[config.mk]
export PLATFORM = sky130hd
export DESIGN_NAME = i2c_poll_sequencer
export DESIGN_NICKNAME = d
export VERILOG_FILES = /design/src/rtl/i2c_poll_pkg.sv /design/src/rtl/i2c_poll_slot_table.sv /design/src/rtl/i2c_poll_sequencer.sv
export SDC_FILE = /design/constraint.sdc
export NUM_CORES = 1
export LEC_CHECK = 0
export BUFFER_PORTS_ARGS = -buffer_cell sky130_fd_sc_hd__buf_4
export CAP_MARGIN = 20
export CORE_MARGIN = 5
export CORE_UTILIZATION = 55
export CTS_CLUSTER_SIZE = 16
export DETAILED_ROUTE_END_ITERATION = 8
export PLACE_DENSITY = 0.76
export SLEW_MARGIN = 30
export SYNTH_ARGS = -nofsm -noshare
export SYNTH_HDL_FRONTEND = slang
export SYNTH_SLANG_ARGS = --single-unit
[constraint.sdc]
create_clock -name clock -period 9.4 [get_ports clock]
set_input_delay 1.88 -clock clock [delete_from_list [all_inputs] [get_ports clock]]
set_output_delay 1.88 -clock clock [all_outputs]
set_load 0.05 [all_outputs]
[src/rtl/i2c_poll_pkg.sv]
// Shared types and field offsets for the I2C polling sequencer.
package i2c_poll_pkg;

  typedef enum logic [2:0] {
    IDLE,
    SELECT,
    PTR_REQ,
    PTR_WAIT,
    RD_REQ,
    RD_WAIT,
    PUSH
  } state_t;

  localparam int unsigned NBYTES_MAX = 3;

  // cfg_data layout
  localparam int unsigned CFG_ADDR_LSB  = 0;
  localparam int unsigned CFG_PTR_LSB   = 8;
  localparam int unsigned CFG_NB_LSB    = 16;
  localparam int unsigned CFG_VALID_BIT = 31;

  // result word layout
  localparam int unsigned RES_SLOT_LSB = 28;
  localparam int unsigned RES_ERR_BIT  = 27;
  localparam int unsigned RES_TMO_BIT  = 26;
  localparam int unsigned RES_CNT_LSB  = 24;

  // 18-bit table entry
  typedef struct packed {
    logic       valid;
    logic [1:0] nbytes;
    logic [7:0] ptr;
    logic [6:0] addr;
  } entry_t;

endpackage

[src/rtl/i2c_poll_slot_table.sv]
// Slot table: SLOTS x 18-bit registers, one write port, one combinational read port.
module i2c_poll_slot_table
  import i2c_poll_pkg::*;
#(
  parameter int unsigned SLOTS = 8,
  parameter int unsigned IDX_W = $clog2(SLOTS)
) (
  input  logic             clock,
  input  logic             reset,
  input  logic             we,
  input  logic [IDX_W-1:0] wr_slot,
  input  entry_t           wr_entry,
  input  logic [IDX_W-1:0] rd_slot,
  output entry_t           rd_entry
);

  entry_t table_q [SLOTS];

  always_ff @(posedge clock or posedge reset) begin
    if (reset) begin
      for (int unsigned i = 0; i < SLOTS; i++) table_q[i] <= '0;
    end else if (we) begin
      table_q[wr_slot] <= wr_entry;
    end
  end

  assign rd_entry = table_q[rd_slot];

endmodule

[src/rtl/i2c_poll_sequencer.sv]
// Periodic I2C sensor poller: pointer write + 1..3 byte read per valid slot, one tagged word per slot.
// Optional transaction watchdog enabled by defining I2C_POLL_TIMEOUT_EN.
module i2c_poll_sequencer
  import i2c_poll_pkg::*;
#(
  parameter int unsigned SLOTS          = 8,
  parameter int unsigned PERIOD_W       = 24,
  parameter int unsigned TIMEOUT_CYCLES = 65535
) (
  input  logic                     clock,
  input  logic                     reset,
  input  logic                     run,
  input  logic [PERIOD_W-1:0]      period,
  input  logic                     cfg_we,
  input  logic [$clog2(SLOTS)-1:0] cfg_slot,
  input  logic [31:0]              cfg_data,
  output logic                     m_ena,
  output logic                     m_rw,
  output logic [6:0]               m_addr,
  output logic [7:0]               m_data_wr,
  input  logic                     m_busy,
  input  logic                     m_ack_error,
  input  logic                     m_byte_valid,
  input  logic [7:0]               m_data_rd,
  output logic [31:0]              res_data,
  output logic                     res_wrreq,
  input  logic                     res_full,
  output logic                     sweeping,
  output logic                     overrun
);

  localparam int unsigned IDX_W = $clog2(SLOTS);

  if (SLOTS < 2 || SLOTS > 16 || TIMEOUT_CYCLES < 1) begin : g_bad_params
    $error("i2c_poll_sequencer: SLOTS must be 2..16 and TIMEOUT_CYCLES >= 1");
  end

  state_t              state;
  logic [IDX_W:0]      idx;
  logic [PERIOD_W-1:0] per_cnt;
  logic [PERIOD_W-1:0] per_eff;
  logic                tick;
  logic [1:0]          nbytes;
  logic [1:0]          rcv_cnt;
  logic                ack_seen;
  entry_t              wr_entry;
  entry_t              rd_entry;
  logic                unused_cfg;

  assign wr_entry = '{valid:  cfg_data[CFG_VALID_BIT],
                      nbytes: cfg_data[CFG_NB_LSB +: 2],
                      ptr:    cfg_data[CFG_PTR_LSB +: 8],
                      addr:   cfg_data[CFG_ADDR_LSB +: 7]};
  assign unused_cfg = ^{cfg_data[30:18], cfg_data[7]};

  i2c_poll_slot_table #(.SLOTS(SLOTS), .IDX_W(IDX_W)) u_table (
    .clock    (clock),
    .reset    (reset),
    .we       (cfg_we),
    .wr_slot  (cfg_slot),
    .wr_entry (wr_entry),
    .rd_slot  (idx[IDX_W-1:0]),
    .rd_entry (rd_entry)
  );

  // Up-counter cleared at reset is equivalent to loading 'period': first tick lands 'period' cycles after run rises.
  assign per_eff = (period == '0) ? PERIOD_W'(1) : period;
  assign tick    = run && (per_cnt >= per_eff - PERIOD_W'(1));

  always_ff @(posedge clock or posedge reset) begin
    if (reset)             per_cnt <= '0;
    else if (!run || tick) per_cnt <= '0;
    else                   per_cnt <= per_cnt + PERIOD_W'(1);
  end

`ifdef I2C_POLL_TIMEOUT_EN
  localparam int unsigned WD_W = $clog2(TIMEOUT_CYCLES + 1);
  logic [WD_W-1:0] wdog;
  logic            wd_expired;
  assign wd_expired = (wdog == WD_W'(TIMEOUT_CYCLES - 1));
`else
  logic wd_expired;
  assign wd_expired = 1'b0;
`endif

  assign rcv_cnt = res_data[RES_CNT_LSB +: 2];

  // Combinational so the single write cycle is always one in which the FIFO is not full.
  assign res_wrreq = (state == PUSH) && !res_full;

  always_ff @(posedge clock or posedge reset) begin
    if (reset) begin
      state     <= IDLE;
      idx       <= '0;
      m_ena     <= 1'b0;
      m_rw      <= 1'b0;
      m_addr    <= '0;
      m_data_wr <= '0;
      res_data  <= '0;
      sweeping  <= 1'b0;
      overrun   <= 1'b0;
      nbytes    <= '0;
      ack_seen  <= 1'b0;
`ifdef I2C_POLL_TIMEOUT_EN
      wdog      <= '0;
`endif
    end else begin
      if (!run)                 overrun <= 1'b0;
      else if (tick && sweeping) overrun <= 1'b1;

      if ((state == RD_REQ || state == RD_WAIT) && m_byte_valid && (rcv_cnt < nbytes)) begin
        res_data[8*rcv_cnt +: 8]     <= m_data_rd;
        res_data[RES_CNT_LSB +: 2]   <= rcv_cnt + 2'd1;
      end

      case (state)
        IDLE: begin
          if (tick) begin
            idx      <= '0;
            sweeping <= 1'b1;
            state    <= SELECT;
          end
        end
        SELECT: begin
          if (!run || idx == (IDX_W+1)'(SLOTS)) begin
            sweeping <= 1'b0;
            state    <= IDLE;
          end else if (!rd_entry.valid || rd_entry.nbytes == 2'd0) begin
            idx <= idx + 1'b1;
          end else begin
            nbytes    <= rd_entry.nbytes;
            m_addr    <= rd_entry.addr;
            m_data_wr <= rd_entry.ptr;
            m_rw      <= 1'b0;
            m_ena     <= 1'b1;
            res_data  <= {4'(idx), 28'h0};
            state     <= PTR_REQ;
          end
        end
        PTR_REQ, RD_REQ: begin
          if (m_busy) begin
            m_ena    <= 1'b0;
            ack_seen <= 1'b0;
`ifdef I2C_POLL_TIMEOUT_EN
            wdog     <= '0;
`endif
            state    <= (state == PTR_REQ) ? PTR_WAIT : RD_WAIT;
          end
        end
        PTR_WAIT, RD_WAIT: begin
          if (!m_busy) begin
            if (ack_seen || m_ack_error) begin
              res_data[RES_ERR_BIT] <= 1'b1;
              state                 <= PUSH;
            end else if (state == PTR_WAIT) begin
              m_rw  <= 1'b1;
              m_ena <= 1'b1;
              state <= RD_REQ;
            end else begin
              state <= PUSH;
            end
          end else if (wd_expired) begin
            res_data[RES_ERR_BIT] <= 1'b1;
            res_data[RES_TMO_BIT] <= 1'b1;
            m_ena                 <= 1'b0;
            state                 <= PUSH;
          end else begin
            ack_seen <= ack_seen | m_ack_error;
`ifdef I2C_POLL_TIMEOUT_EN
            wdog     <= wdog + 1'b1;
`endif
          end
        end
        PUSH: begin
          if (!res_full) begin
            idx <= idx + 1'b1;
            if (run) begin
              state <= SELECT;
            end else begin
              sweeping <= 1'b0;
              state    <= IDLE;
            end
          end
        end
        default: state <= IDLE;
      endcase
    end
  end

endmodule
**Word-level counts from Yosys, hierarchy flattened**

Index checks and enable logic that the tools add are counted.

- Bits in registers: 229
- Input port bits: 75
- Output and inout port bits: 52
- Word-level logic and storage cells: 164

- Add/subtract/negate cells: 5
- $lt $le $gt $ge: 5
- Equal/unequal tests: 21
- Shift operators: 2
- Multiplexer cells: 52
- Bitwise gates (word level): 5
- Reduce and logical (&&, ||, !) cells: 30

Operators with widths:

| cell | number |
|---|---|
| $bwmux W144 | 1 |
| $mux W32 | 3 |
| $bmux W18 S3 | 1 |
| $demux W18 S3 | 1 |
| $mux W18 | 3 |
| $mux W24 | 2 |
| $neg A5 Y34 | 1 |
| $shift A8 B34 Y32 const A | 1 |
| $shiftx A8 B34 Y32 | 1 |
| $bwmux W32 | 1 |
| $mux W26 | 1 |
| $add A24 B1 Y24 const B | 1 |
| $ge A24 B24 Y1 | 1 |
| $logic_not A24 Y1 | 1 |
| $ne A2 B2 Y1 const B | 12 |
| $sub A24 B1 Y24 const B | 1 |
| $mux W3 | 7 |
| $mux W4 | 5 |
| $mux W1 | 18 |
| $pmux W3 S5 | 1 |
| $reduce_and A5 Y1 | 3 |
| $pmux W4 S3 | 1 |
| $eq A3 B3 Y1 const B | 3 |
| $ge A4 B4 Y1 const B | 2 |
| other kinds (27) | 48 |

**Longest topological paths before layout**

- Depth after elaboration: 9
- Depth in mapped cells: 19
- Mapped depth without buffers: 17

**Cells and area by module**

A second synthesis with hierarchy kept.

- Cells, all modules: 906
- Area, all modules: 11603.6 sq um

By module, submodules not included:

| module | instances | cells each | area an instance (sq um) | sequential area each (sq um) |
|---|---|---|---|---|
| i2c_poll_slot_table | 1 | 376 | 6581.3 | 3603.5 |
| i2c_poll_sequencer | 1 | 530 | 5022.3 | 2127.0 |

**Worst setup path after synthesis**

OpenSTA, ideal clock, no wires.

- Kind: input to register
- From: input period[3]
- To: register idx[2]
- Library setup time: 0.122 ns
- Data arrival time: 5.444 ns
- Required time: 9.278 ns
- Slack: 3.834 ns
- Stages: 17
- Path buffers: 0
- Cells stage by stage: or4_4 -> nor4_4 -> nand4b_1 -> nor3_1 -> nor2_1 -> ha_1 -> nor2b_1 -> nand3_1 -> nor3_1 -> xnor2_1 -> ha_1 -> a21oi_1 -> nand2_1 -> a221oi_1 -> o211ai_1 -> o31a_1 -> a32o_1

- Longest elaborated chain between the ends: 7

Ends and longest elaborated chain:

| element | RTL line | RTL |
|---|---|---|
| start: declaration | i2c_poll_sequencer.sv:13 | `input logic [PERIOD_W-1:0] period,` |
| $logic_not A24 Y1 | i2c_poll_sequencer.sv:67 | `assign per_eff = (period == '0) ? PERIOD_W'(1) : period;` |
| $mux W24 * | i2c_poll_sequencer.sv:67 |  |
| $sub A24 B1 Y24 * | i2c_poll_sequencer.sv:68 | `assign tick = run && (per_cnt >= per_eff - PERIOD_W'(1));` |
| $ge A24 B24 Y1 * | i2c_poll_sequencer.sv:68 |  |
| $logic_and A1 B1 Y1 * | i2c_poll_sequencer.sv:68 |  |
| $ne A2 B2 Y1 (no line) * | n/a |  |
| $reduce_and A5 Y1 (no line) * | n/a |  |
| end signal: assignment | i2c_poll_sequencer.sv:129 | `idx <= idx + 1'b1;` |
| end signal: assignment | i2c_poll_sequencer.sv:176 | `idx <= idx + 1'b1;` |
| end: declaration | i2c_poll_sequencer.sv:39 | `logic [IDX_W:0] idx;` |

Mark *: on every way between the ends. The rest lies on a longest branch, timed or not.
A chain may end at the register's enable or synchronous reset.

**Worst setup path in the final report**

- From: input period[16]
- To: register per_cnt[23]

- Longest elaborated chain between the ends: 7

Ends and longest elaborated chain:

| element | RTL line | RTL |
|---|---|---|
| $logic_not A24 Y1 | i2c_poll_sequencer.sv:67 |  |
| $mux W24 * | i2c_poll_sequencer.sv:67 |  |
| $sub A24 B1 Y24 * | i2c_poll_sequencer.sv:68 |  |
| $ge A24 B24 Y1 * | i2c_poll_sequencer.sv:68 |  |
| $logic_and A1 B1 Y1 * | i2c_poll_sequencer.sv:68 |  |
| $logic_or A1 B1 Y1 * | i2c_poll_sequencer.sv:72 | `else if (!run \|\| tick) per_cnt <= '0;` |
| $mux W24 * | i2c_poll_sequencer.sv:72 |  |
| end signal: assignment | i2c_poll_sequencer.sv:73 | `else per_cnt <= per_cnt + PERIOD_W'(1);` |
| end: declaration | i2c_poll_sequencer.sv:40 | `logic [PERIOD_W-1:0] per_cnt;` |

Marked as above.

==> flow_metrics.env <==
export IMPL_ff2ff_path_depth=7
export IMPL_synthesis_nets=1050
export IMPL_end_kind="register"
export IMPL_synth_edf_count=0
export IMPL_mostFrequentLayoutCell="dfrtp_1"
export IMPL_ys_seq_elements=229
export IMPL_finalSetupTns_ps=0
export IMPL_status="finished, final reports clean"
export IMPL_leakage_nw=5.903
export IMPL_floorplan_initialDensity=0.5625
export IMPL_grt_max_degree=147
export IMPL_num_nets_final=1158
export IMPL_postCtsSetupRepairBufs=0
export IMPL_start_kind="input port"
export IMPL_place_congestion=0.7738
export IMPL_hold_path_class="reg2reg"
export IMPL_io_pins=127
export IMPL_vias_per_cell=5.768
export IMPL_synth_top_family_by_area="multiplexers"
export IMPL_synthXorXnorAreaFrac=0.03354
export IMPL_setup_viol=0
export IMPL_fillerInstances=1577
export IMPL_ys_seq_area_frac=0.4987
export IMPL_maxSlewViolCount=0
export IMPL_grt_overflow=0
export IMPL_first_iter_violations=374
export IMPL_cp_startpoint="period[16]"
export IMPL_r2r_start="idx[0]$_DFFE_PP0P_"
export IMPL_cts_root_buf="clkbuf_16"
export IMPL_drive_above_1_share=0.3443
export IMPL_grt_pass1_vias=7986
export IMPL_worst_setup_path_type="in2reg"
export IMPL_final_util=0.6540
export IMPL_clkTransAtPathRegs_ps=60
export IMPL_min_from="nbytes[0]$_DFFE_PP0P_"
export IMPL_dieArea_um2=23880
export IMPL_grt_pass1_wl_um=41030
export IMPL_vias=7706
export IMPL_fin_worst_skew_ps=15.86
export IMPL_yosys_area_share_simple=0.1160
export IMPL_hold_buffers=0
export IMPL_htreeDepth=1
export IMPL_final_cell_mix="dfrtp_1 (228), mux2_2 (144), buf_4 (124), nand2_1 (79), nor2_1 (55)"
export IMPL_fmax_ghz=0.1604
export IMPL_synth_async_reset_ratio=1.000
export IMPL_diodes=0
export IMPL_drv_cap=0
export IMPL_clock_sinks=229
export IMPL_fin_crit_sh=0.6633
export IMPL_cp_required_ps=9760
export IMPL_worst_slew_pin_slew_ps=846.6
export IMPL_die_width_um=154.5
export IMPL_cts_tree="built"
export IMPL_io_buffers=112
export IMPL_slew_headroom=0.4356
export IMPL_coreArea_um2=20430
export IMPL_drc=0
export IMPL_avgSynthCellArea_um2=12.21
export IMPL_ant_nets=0
export IMPL_antenna_found_initial=0
export IMPL_synthMuxAreaShare=0.2291
export IMPL_dpl_hpwl_um=15670
export IMPL_area_delta_synth_final_pct=16.27
export IMPL_final_hold_viol_count=0
export IMPL_regArea_um2=5732
export IMPL_irDropWorstVdd_v=0.0002691
export IMPL_synth_compound_area_share=0.05891
export IMPL_synthFlopType="dfrtp_1"
export IMPL_row_count=52
export IMPL_power_density_nw_per_um2=255.7
export IMPL_clockBufferDepth=3
export IMPL_cts_resized=0
export IMPL_synth_warnings=0
export IMPL_wl_per_cell_um=18.25
export IMPL_synth_cell_types=63
export IMPL_synth_cells=941
export IMPL_crit_arrival_ps=6590
export IMPL_rsz0062_at_grt="false"
export IMPL_synth_area_um2=11490
export IMPL_multiInputGateArea_um2=5468
export IMPL_first_pass_iters=5
export IMPL_grtUsageTotal=0.2063
export IMPL_fin_crit_ps=6235
export IMPL_routed_wirelength_um=24390
export IMPL_synthAdderAreaFrac=0.03702
export IMPL_numCtsBuffers=24
export IMPL_clock_latency_ps=520
export IMPL_whs_path_depth=2
export IMPL_die_h_um=154.5
export IMPL_cp_max_fo=24
==> routing by layer <==
layer	vias up	part of all wire	routed length, µm	GRT usage
li1	3637	-	-	-
met2	162	0.49	11860	0.3465
met4	0	0.015	363	0.04373
met5	-	0	0	0
met1	3874	0.45	11000	0.2900
met3	33	0.047	1156	0.02906
==> path summary, 6_finish.rpt <==
kind | to | slack (ps)
min in group asynchronous | res_data[20]$_DFF_PP0_ | 1500
hold reg to reg | nbytes[0]$_DFFE_PP0P_ | 490
setup reg to reg | m_data_wr[7]$_DFFE_PP0P_ | 6250
max in group asynchronous | u_table.table_q[54]$_DFFE_PP0P_ | 6690
hold / removal | nbytes[0]$_DFFE_PP0P_ | 490
setup / recovery | per_cnt[23]$_DFF_PP0_ | 3160
==> per-stage QoR <==
step	hold slack, ps	total power, W	setup WS [ps]	area [µm²]	std cells
6_report	487.8	0.003417	3165	13360	1336
5_1_grt	509.8	0.003607	2777	13360	1336
4_1_cts	492.0	0.003448	3197	13360	1336
3_5_place_dp	478.8	0.002488	2663	12560	1293
3_3_place_gp	466.8	0.002452	2698	12550	1293
2_1_floorplan	455.6	0.002187	1244	11490	941
==> state kept, by name, indices dropped and copies added, names as in the netlist <==
name,flops
sweeping,1
ack_seen,1
nbytes,2
per_cnt,24
idx,4
m_ena,1
m_rw,1
m_data_wr,8
u_table.table_q,144
overrun,1
res_data,32
state,3
m_addr,7
==> layout make-up <==
| class | instances | share of cell area |
|---|---|---|
| Clock inverter | 10 | 0.008710 |
| Multi-Input combinational cell | 651 | 0.4093 |
| Clock buffer | 33 | 0.05123 |
| Inverter | 18 | 0.005994 |
| Tap cell | 270 | 0.02529 |
| Sequential cell | 229 | 0.4290 |
| Timing Repair Buffer | 125 | 0.07052 |
==> worst max-delay path: stages <==
cell and delay [ps]:
buf_4 130, or4_1 560, nor4_1 320, nand4b_1 190
nor3_1 350, nor2_1 120, ha_1 230, nor2b_1 160
nand3_1 160, nor3_1 80, xnor2_1 140, ha_1 320
nand4_1 160, nor3_1 300, nand3_1 110, o211ai_1 500
or2_1 740, nor2_1 130
==> power breakdown <==
| group | switching (W) | internal (W) |
|---|---|---|
| sequential | 0.000144 | 0.00120 |
| combinational | 0.000632 | 0.000487 |
| clock | 0.000385 | 0.000565 |
| total | 0.00116 | 0.00226 |
==> Yosys cell counts, types with 10 or more instances <==
cell type	count	area, µm²
nor2_1	55	206.5
o21ai_0	20	100.1
a21oi_1	40	200.2
o21ai_1	15	75.07
inv_1	16	60.06
nor3_1	21	105.1
clkbuf_1	17	63.81
dfrtp_1	229	5731
buf_2	12	60.06
and3_1	10	62.56
xor2_1	17	148.9
nand3_1	37	185.2
nand2_1	79	296.5
ha_1	34	425.4
mux4_2	36	810.8
mux2_2	144	1622
xnor2_1	27	236.5
mux2i_1	20	200.2
==> kinds of logic (layout without fill, tap and decap cells) <==
kind of cell / after synthesis / in the layout
and+or+nand+nor: 263 / 263
muxes: 200 / 200
DFF: 229 / 229
adders and majority gates: 34 / 34
buffers and inverters: 61 / 186
xor gates and xnor gates: 44 / 44
AOI/OAI and AO/OA: 110 / 110
(Power assumes the default switching activity.)
